==> src/rtl/dmem_arb_pkg.sv <==
// Shared constants for the data-memory arbiter: FSM encoding, port IDs, memory geometry.
package dmem_arb_pkg;

  localparam logic [1:0] IDLE   = 2'd0;
  localparam logic [1:0] ACCESS = 2'd1;
  localparam logic [1:0] RESP   = 2'd2;

  localparam logic PORT0 = 1'b0;
  localparam logic PORT1 = 1'b1;

  localparam int unsigned MEM_WORDS  = 32;
  localparam int unsigned MEM_IDX_HI = 6;
  localparam int unsigned NUM_PORTS  = 2;

endpackage

==> src/rtl/dmem_arbiter_rr_arb2.sv <==
// Combinational two-requester select: round-robin against the last grant,
// or port 0 always wins a tie when FIXED_PRI is set.
module rr_arb2
  import dmem_arb_pkg::*;
#(
  parameter int unsigned FIXED_PRI = 0
) (
  input  logic [1:0] req,
  input  logic       last,
  output logic       valid_c,
  output logic       win_c
);

  // Pick the winning port for the current request pair
  always_comb begin
    valid_c = |req;
    win_c   = PORT0;
    case (req)
      2'b01:   win_c = PORT0;
      2'b10:   win_c = PORT1;
      2'b11:   win_c = (FIXED_PRI != 0) ? PORT0 : ~last;
      default: win_c = PORT0;
    endcase
  end

endmodule

==> src/rtl/dmem_arbiter.sv <==
// Two-port arbiter in front of a single-ported 32-word data memory.
// One access per three cycles: IDLE (arbitrate/latch), ACCESS (drive memory), RESP (ack).
module dmem_arbiter
  import dmem_arb_pkg::*;
#(
  parameter int unsigned DATA_W    = 32,
  parameter int unsigned ADDR_W    = 32,
  parameter int unsigned FIXED_PRI = 0
) (
  input  logic              clk,
  input  logic              reset_n,
  input  logic              p0_req,
  input  logic              p0_we,
  input  logic [ADDR_W-1:0] p0_addr,
  input  logic [DATA_W-1:0] p0_wdata,
  output logic              p0_ack,
  output logic              p0_err,
  output logic [DATA_W-1:0] p0_rdata,
  input  logic              p1_req,
  input  logic              p1_we,
  input  logic [ADDR_W-1:0] p1_addr,
  input  logic [DATA_W-1:0] p1_wdata,
  output logic              p1_ack,
  output logic              p1_err,
  output logic [DATA_W-1:0] p1_rdata,
  output logic [ADDR_W-1:0] mem_addr,
  output logic              mem_rd_en,
  output logic              mem_wr_en,
  output logic [DATA_W-1:0] mem_wr_data,
  input  logic [DATA_W-1:0] mem_rd_data,
  output logic              busy,
  output logic              p0_stall
);

  // Misaligned or beyond the last memory word
  function automatic logic addr_bad(input logic [ADDR_W-1:0] a);
    return (a[1:0] != 2'b00) || (a[ADDR_W-1:MEM_IDX_HI+1] != '0);
  endfunction

  logic [1:0]        state_q, state_d;
  logic              last_q, last_d;
  logic              cmd_port_q, cmd_port_d;
  logic              cmd_we_q, cmd_we_d;
  logic              cmd_err_q, cmd_err_d;
  logic [ADDR_W-1:0] cmd_addr_q, cmd_addr_d;
  logic [DATA_W-1:0] cmd_wdata_q, cmd_wdata_d;
  logic [1:0]        ack_q, ack_d;
  logic [1:0]        err_q, err_d;
  logic [DATA_W-1:0] rdata0_q, rdata0_d;
  logic [DATA_W-1:0] rdata1_q, rdata1_d;
  logic              busy_q, busy_d;

  logic              arb_valid_c;
  logic              arb_win_c;
  logic              sel_we;
  logic [ADDR_W-1:0] sel_addr;
  logic [DATA_W-1:0] sel_wdata;
  logic              in_access;

  rr_arb2 #(
    .FIXED_PRI (FIXED_PRI)
  ) u_rr_arb2 (
    .req     ({p1_req, p0_req}),
    .last    (last_q),
    .valid_c (arb_valid_c),
    .win_c   (arb_win_c)
  );

  // Winner's command fields
  always_comb begin
    sel_we    = p0_we;
    sel_addr  = p0_addr;
    sel_wdata = p0_wdata;
    if (arb_win_c == PORT1) begin
      sel_we    = p1_we;
      sel_addr  = p1_addr;
      sel_wdata = p1_wdata;
    end
  end

  // Next-state and next-register values
  always_comb begin
    state_d     = state_q;
    last_d      = last_q;
    cmd_port_d  = cmd_port_q;
    cmd_we_d    = cmd_we_q;
    cmd_err_d   = cmd_err_q;
    cmd_addr_d  = cmd_addr_q;
    cmd_wdata_d = cmd_wdata_q;
    ack_d       = 2'b00;
    err_d       = 2'b00;
    rdata0_d    = rdata0_q;
    rdata1_d    = rdata1_q;
    case (state_q)
      IDLE: begin
        if (arb_valid_c) begin
          state_d     = ACCESS;
          cmd_port_d  = arb_win_c;
          cmd_we_d    = sel_we;
          cmd_err_d   = addr_bad(sel_addr);
          cmd_addr_d  = sel_addr;
          cmd_wdata_d = sel_wdata;
        end
      end
      ACCESS: begin
        state_d             = RESP;
        ack_d[cmd_port_q]   = 1'b1;
        err_d[cmd_port_q]   = cmd_err_q;
        if (cmd_err_q) begin
          if (cmd_port_q == PORT1) rdata1_d = '0;
          else                     rdata0_d = '0;
        end else if (!cmd_we_q) begin
          if (cmd_port_q == PORT1) rdata1_d = mem_rd_data;
          else                     rdata0_d = mem_rd_data;
        end
      end
      RESP: begin
        state_d = IDLE;
        last_d  = cmd_port_q;
      end
      default: state_d = IDLE;
    endcase
    busy_d = (state_d != IDLE);
  end

  // State and datapath registers
  always_ff @(posedge clk or negedge reset_n) begin
    if (!reset_n) begin
      state_q     <= IDLE;
      last_q      <= PORT1;
      cmd_port_q  <= PORT0;
      cmd_we_q    <= 1'b0;
      cmd_err_q   <= 1'b0;
      cmd_addr_q  <= '0;
      cmd_wdata_q <= '0;
      ack_q       <= 2'b00;
      err_q       <= 2'b00;
      rdata0_q    <= '0;
      rdata1_q    <= '0;
      busy_q      <= 1'b0;
    end else begin
      state_q     <= state_d;
      last_q      <= last_d;
      cmd_port_q  <= cmd_port_d;
      cmd_we_q    <= cmd_we_d;
      cmd_err_q   <= cmd_err_d;
      cmd_addr_q  <= cmd_addr_d;
      cmd_wdata_q <= cmd_wdata_d;
      ack_q       <= ack_d;
      err_q       <= err_d;
      rdata0_q    <= rdata0_d;
      rdata1_q    <= rdata1_d;
      busy_q      <= busy_d;
    end
  end

  // Memory side is live only in ACCESS; gating on the state register makes the
  // enables fall as soon as reset asserts
  assign in_access   = (state_q == ACCESS);
  assign mem_addr    = in_access ? cmd_addr_q : '0;
  assign mem_wr_data = in_access ? cmd_wdata_q : '0;
  assign mem_rd_en   = in_access & ~cmd_we_q & ~cmd_err_q;
  assign mem_wr_en   = in_access &  cmd_we_q & ~cmd_err_q;

  assign p0_ack   = ack_q[0];
  assign p1_ack   = ack_q[1];
  assign p0_err   = err_q[0];
  assign p1_err   = err_q[1];
  assign p0_rdata = rdata0_q;
  assign p1_rdata = rdata1_q;
  assign busy     = busy_q;
  assign p0_stall = p0_req & ~ack_q[0];

endmodule
==> config.mk <==
export PLATFORM = sky130hd
export DESIGN_NAME = dmem_arbiter
export DESIGN_NICKNAME = d
export VERILOG_FILES = /design/src/rtl/dmem_arb_pkg.sv /design/src/rtl/dmem_arbiter_rr_arb2.sv /design/src/rtl/dmem_arbiter.sv
export SDC_FILE = /design/constraint.sdc
export NUM_CORES = 1
export LEC_CHECK = 0
export CORE_ASPECT_RATIO = 0.9
export CORE_MARGIN = 3
export CORE_UTILIZATION = 42
export CTS_CLUSTER_SIZE = 14
export DETAILED_ROUTE_END_ITERATION = 6
export GPL_TIMING_DRIVEN = 0
export PLACE_DENSITY = 0.81
export SYNTH_ARGS = -nofsm -noshare
export SYNTH_HDL_FRONTEND = slang
export SYNTH_SLANG_ARGS = --single-unit
==> constraint.sdc <==
create_clock -name clk -period 2 [get_ports clk]
set_clock_uncertainty 0.15 [all_clocks]
set_input_delay 0.4 -clock clk [delete_from_list [all_inputs] [get_ports clk]]
set_output_delay 0.4 -clock clk [all_outputs]
set_load 0.02 [all_outputs]
==> results of run 1 <==
==> cell families after synthesis <==
kind of cell | after synthesis | synth area share (%)
simple gates | 197 | 16.1
flops | 139 | 52.3
mux | 130 | 22.5
compound gates | 69 | 5.31
buf+inv | 41 | 3.71
==> placed cells by master (no fill, tap or decap), drive strengths merged, types with 2 or more instances in the layout <==
master / instances
and2: 66
and2b: 4
buf: 106
clkbuf: 41
clkdlybuf4s50: 220
clkinv: 5
dfrtp: 138
dlygate4sd2: 4
dlymetal6s2s: 9
inv: 6
mux2: 65
mux2i: 65
nand2: 72
nand2b: 2
nand4: 3
nor2: 3
nor2b: 30
nor3: 3
nor4: 12
o21ai: 67
==> per-layer routing <==
| metal | track usage (%) | wire (µm) | up-vias |
|---|---|---|---|
| li1 | - | - | 2640 |
| met1 | 28.4 | 8370 | 2637 |
| met2 | 42.2 | 10600 | 215 |
| met3 | 6.64 | 1530 | 26 |
| met4 | 6.27 | 323 | 0 |
| met5 | 0 | 0 | - |
==> state kept, by name, summed over array words and instances, names as in the netlist <==
name         count
p1_rdata        32
p0_rdata        32
cmd_we_q         1
cmd_wdata_q     32
last_q           1
ack_q            2
cmd_port_q       1
busy             1
cmd_err_q        1
err_q            2
cmd_addr_q      32
state_q          2
==> layout make-up <==
type                       count  area [µm²]
fill                        1095        4030
timing repair buffer         320        3280
buffer                        39         390
multi-input combinational    396        3080
sequential                   139        3480
clock buffer                  22         484
clock inverter                10        81.3
tap                          198         248
inverter                       2        12.5
==> final timing paths <==
| kind | startpoint | end | slack [ps] | depth (start not counted) |
|---|---|---|---|---|
| min reg2reg | cmd_wdata_q[27] | cmd_wdata_q[27] | 320 | 2 |
| max in group asynchronous | reset_n | cmd_addr_q[17] | 510 | 3 |
| max reg2reg | state_q[1] | p0_rdata[18] | 140 | 7 |
| max | state_q[1] | mem_wr_data[7] | -150 | 6 |
| min | cmd_wdata_q[27] | cmd_wdata_q[27] | 320 | 2 |
| min in group asynchronous | reset_n | p0_rdata[11] | 420 | 2 |
==> critical path: stages (launching register included) <==
cell and delay, ps:
dfrtp_1 380, nand2b_4 170, inv_6 80, clkbuf_16 160
clkbuf_16 140, and2_1 140, buf_6 120
==> repair_timing <==
item | CTS | global route
gates cloned | 2 | 5
endpoints found under the hold margin | 68 | 0
hold buffers | 1 | 0
endpoints found under the setup margin | 71 | 110
pin swaps | 3 | 19
gates resized for setup | 476 | 27
setup buffers | 8 | 3
==> power breakdown <==
| group | internal (mW) | switching (mW) | leakage (nW) | total, mW |
|---|---|---|---|---|
| Clock | 1.74 | 1.25 | 0.279 | 2.99 |
| Sequential | 4.11 | 0.696 | 1.76 | 4.81 |
| Combinational | 4.60 | 4.28 | 3.24 | 8.87 |
==> metrics.md, run 1 <==
| Metric | Value |
|---|---|
| Cts bufs inserted | `17` |
| Share of the synthesized area in the top cell type | `51.9%` |
| Rows | `42` |
| Worst-Skew Late Latency | `410 ps` |
| Die Wd | `139 µm` |
| Post-DR wirelength/cell | `18.5 µm` |
| Global route total overflow | `0` |
| Final core utilization | `73.3%` |
| Layout cells sized above 1 | `26.5%` |
| Top-count cell post-synth | `dfrtp_1` |
| CTS tree | `yes` |
| Post-synthesis register bit count | `139` |
| Initial antenna violation count | `0` |
| First-pass GRT wire length | `32.4 mm` |
| Clk slew on worst S/H paths | `60 ps` |
| Setup TNS | `-6570 ps` |
| Via count | `5518` |
| Die Y-Extent | `125 µm` |
| Core box area | `15100 µm²` |
| Tcrit/Tclk final | `108%` |
| Post-layout nets | `1081` |
| Final worst slack | `-153 ps` |
| Pwr Density | `1510 nW/µm²` |
| Area delta synth->final | `66.3%` |
| Pre-Repair DR Iteration Count | `4` |
| Detailed placement HPWL | `15.5 mm` |
| Residual DRC | `0` |
| Worst slew pin tran | `672 ps` |
| Cell Count, Final, Fillers Out | `1126` |
| Placed cell area | `9940 µm²` |
| Synthesized instance count | `576` |
| GRT Util Overall | `23.7%` |
| Initial drt markers | `169` |
| Min-delay worst type | `flop to flop` |
| Setup WS pre-CTS | `-855 ps` |
| Outcome | `finished, violations left` |
| Area leader, netlist | `dfrtp_1` |
| Final Max Tran Viols | `0` |
| Gp weighted congestion | `0.810` |
| Die Area | `17400 µm²` |
| H-tree depth | `4` |
| Placed Instances | `1076` |
| CTS sink count | `139` |
| Antenna-violating nets left | `0` |
| Max VDD drop | `0.839 mV` |
| Crit path time final | `2150 ps` |
| Hold WS | `320 ps` |
| Yosys Warn Count | `0` |
| RSZ-0062 raised after global routing | `true` |
| Final Power | `16.7 mW` |
| Fin area | `11100 µm²` |
| Synth top area cells | `dfrtp_1, mux2i_1, mux2_4` |
| Post-synthesis sequential area ratio | `52.3%` |
| Max cap viols | `0` |
| Critical path capture point type | `output pin` |
| Syn_area_per_cell | `11.5 µm²` |
| Diodes inserted | `0` |
| Ys flop type | `dfrtp_1` |
| Drt via density | `4.90` |
| Clk root buf | `clkbuf_16` |
| EDFF count, synth | `0` |
| Boundary pin count | `302` |
| Port bufs | `301` |
| Synth async-reset ratio | `100%` |
| Crit-path max FO | `6` |
| Drt total wl | `20.8 mm` |
| Largest net degree at the start of global routing | `71` |
| CP Data Arrival Time | `1600 ps` |
| Clock buffer depth | `2` |
| Failing checks | `setup timing` |
| Most instantiated cells after synthesis | `dfrtp_1, nand2_1, and2_1, mux2i_1, o21ai_0` |
| Maximum clock frequency | `464 MHz` |
| Leak | `5.28 nW` |
| Synth cell types | `33` |
| Initial Util | `44.1%` |
| Critical path data required time | `1450 ps` |
| Relative slew margins | `55.2%` |
| Final Hold Vio Count | `0` |
| Crit start category | `flop` |
| Syn Nets | `742` |
| Count of final setup violators | `65` |
| Synth Cell Area | `6650 µm²` |
| Vias in the first global route | `5860` |
| Kind of critical path | `flop to output pin` |
(Power assumes the default switching activity.)
==> run 2: changes to the inputs <==
MAX_ROUTING_LAYER = met4   (was default)
RECOVER_POWER = 50   (was default)
==> metrics.md, run 2 (synthesis gave the netlist of run 1 again) <==
| Metric | Value |
|---|---|
| Placed Instances | `1076 (unchanged)` |
| Instance count on the critical path | `6 (unchanged)` |
| Pre-Repair DR Iteration Count | `4 (unchanged)` |
| Crit start category | `flop` |
| Area of the multi-input gates | `3080 µm² (unchanged)` |
| Commonest non-fill, non-tap cells in the layout | `clkdlybuf4s50_1, dfrtp_1, buf_6` |
| Maximum clock frequency | `464 MHz (about the same)` |
| FF-to-FF path depth | `7 (unchanged)` |
| Layout cells sized above 1 | `26.5% (unchanged)` |
| Cts bufs inserted | `17 (unchanged)` |
| Crit path time final | `2150 ps (+0.370 ps)` |
| Tcrit/Tclk final | `108% (about the same)` |
| Initial antenna violation count | `0 (unchanged)` |
| WP buf/inv | `4 (unchanged)` |
| Register Area | `3480 µm² (unchanged)` |
| Clk root buf | `clkbuf_16` |
| Final Max Tran Viols | `0 (unchanged)` |
| Relative slew margins | `55.2% (about the same)` |
| Via count | `5529 (+0.20%)` |
| Die Y-Extent | `125 µm (unchanged)` |
| RSZ-0062 raised after global routing | `true` |
| Pwr Density | `1510 nW/µm² (about the same)` |
| Placed cell area | `9940 µm² (unchanged)` |
| Critical path capture point type | `output pin` |
| Worst R2R End | `p0_rdata[18]` |
| # fillers | `1096 (+0.091%)` |
| Min-delay worst type | `flop to flop` |
| Delay-heaviest family, CP | `buffers and inverters` |
| Post-layout nets | `1081 (unchanged)` |
| Final core utilization | `73.3% (about the same)` |
| Reg-to-Reg Start | `state_q[1]` |
| Slowest-stage cell, CP | `dfrtp_1` |
| Setup WS pre-CTS | `-855 ps (unchanged)` |
| Gp weighted congestion | `0.821 (+1.5%)` |
| Largest stage delay on the critical path | `380 ps (about the same)` |
| Area delta synth->final | `66.3% (about the same)` |
| Clock buffer depth | `2 (unchanged)` |
| Clk slew on worst S/H paths | `60 ps (about the same)` |
| Vias in the first global route | `5873 (+0.22%)` |
| Rows | `42 (unchanged)` |
| R2R Setup Slk | `140 ps (about the same)` |
| Fin area | `11100 µm² (about the same)` |
| Critical Path End | `mem_wr_data[7]` |
| Cell Count, Final, Fillers Out | `1126 (unchanged)` |
| Final Hold Vio Count | `0 (unchanged)` |
| CP Data Arrival Time | `1600 ps (about the same)` |
| CP Cell Sequence | `nand2b_4 -> inv_6 -> clkbuf_16 -> clkbuf_16 -> and2_1 -> buf_6` |
| Boundary pin count | `302 (unchanged)` |
| Global route total overflow | `0 (unchanged)` |
| Core box area | `15100 µm² (unchanged)` |
| Largest net degree at the start of global routing | `71 (unchanged)` |
| Die Wd | `139 µm (unchanged)` |
| Residual DRC | `0 (unchanged)` |
| Max VDD drop | `0.829 mV (-1.3%)` |
| Post-DR wirelength/cell | `18.5 µm (about the same)` |
| Port bufs | `301 (unchanged)` |
| Diodes inserted | `0 (unchanged)` |
| Initial Util | `44.1% (unchanged)` |
| Detailed placement HPWL | `15.5 mm (unchanged)` |
| CTS sink count | `139 (unchanged)` |
| Antenna-violating nets left | `0 (unchanged)` |
| Kind of critical path | `flop to output pin` |
| Die Area | `17400 µm² (unchanged)` |
| Max cap viols | `0 (unchanged)` |
| Most common cell after layout, fill and taps aside | `clkdlybuf4s50_1` |
| GRT Util Overall | `24.4% (+0.72 points)` |
| Failing checks | `setup timing` |
| Leak | `5.27 nW (-0.28%)` |
| Drt via density | `4.91 (+0.20%)` |
| CP startpoint | `state_q[1]` |
| Drt total wl | `20.8 mm (about the same)` |
| Initial drt markers | `161 (-4.7%)` |
| H-tree depth | `4 (unchanged)` |
| Critical path data required time | `1450 ps (about the same)` |
| Final worst slack | `-153 ps (-0.370 ps)` |
| Most frequent CP cell | `clkbuf_16` |
| Outcome | `finished, violations left` |
| CTS tree | `yes` |
| First-pass GRT wire length | `32.3 mm (-0.19%)` |
| Count of final setup violators | `65 (unchanged)` |
| Crit-path max FO | `6 (unchanged)` |
| Worst-Skew Late Latency | `410 ps (about the same)` |
| Worst slew pin tran | `673 ps (+0.754 ps)` |
run 2: what timing repair did:
item | 4_1_cts | 5_1_grt
pin swaps | 3 | 19
buffers inserted | 8 | 3
setup endpoints to repair | 71 | 109
resized for setup | 476 | 26
cloned | 2 | 5
hold buffers | 1 | 0
hold endpoints to repair | 68 | 0
run 2: layout make-up:
| cell class | count | area share, % |
|---|---|---|
| multi-input combinational | 396 | 27.9 |
| sequential | 139 | 31.5 |
| clock buffer | 22 | 4.38 |
| buffer | 39 | 3.53 |
| inverter | 2 | 0.113 |
| tap | 198 | 2.24 |
| clock inverter | 10 | 0.736 |
| timing repair buffer | 320 | 29.6 |
run 2: worst min-delay path by stage:
stage                    startpoint  slack (ps)               to  depth (start not counted)
floorplan                   reset_n         -50         ack_q[0]                          0
global placement     cmd_wdata_q[8]         300   cmd_wdata_q[8]                          2
detailed placement          reset_n         300     p0_rdata[11]                          1
CTS                 cmd_wdata_q[16]         320  cmd_wdata_q[16]                          2
global route           p0_rdata[19]         350     p0_rdata[19]                          1
finish              cmd_wdata_q[27]         320  cmd_wdata_q[27]                          2
run 2: routing by layer:
metal / vias up / part of all wire, % / global-route usage [%]
met5: - / 0 / -
met4: 0 / 1.7 / 6.96
met3: 28 / 7.6 / 6.72
met2: 221 / 51 / 42.3
met1: 2637 / 40 / 28.0
li1: 2643 / - / -
run 2: worst min-delay path, cell delays in order (launching register included):
cell	delay [ps]
dfrtp_1	330
nand2_1	40
o21ai_0	60
run 2: per-stage QoR:
stage	TNS, ps	power [mW]	hold slack, ps
2_1_floorplan	0	9.01	-45.6
3_3_place_gp	-783820	12.3	304
3_5_place_dp	-59740	12.5	302
4_1_cts	-8120	16.5	324
5_1_grt	-11390	17.6	354
6_report	-6740	16.7	320
run 2: where the power goes:
group	total, mW	internal, mW	switching, mW
sequential	4.81	4.11	0.697
clock	2.98	1.74	1.24
combinational	8.87	4.60	4.27
total	16.7	10.4	6.21
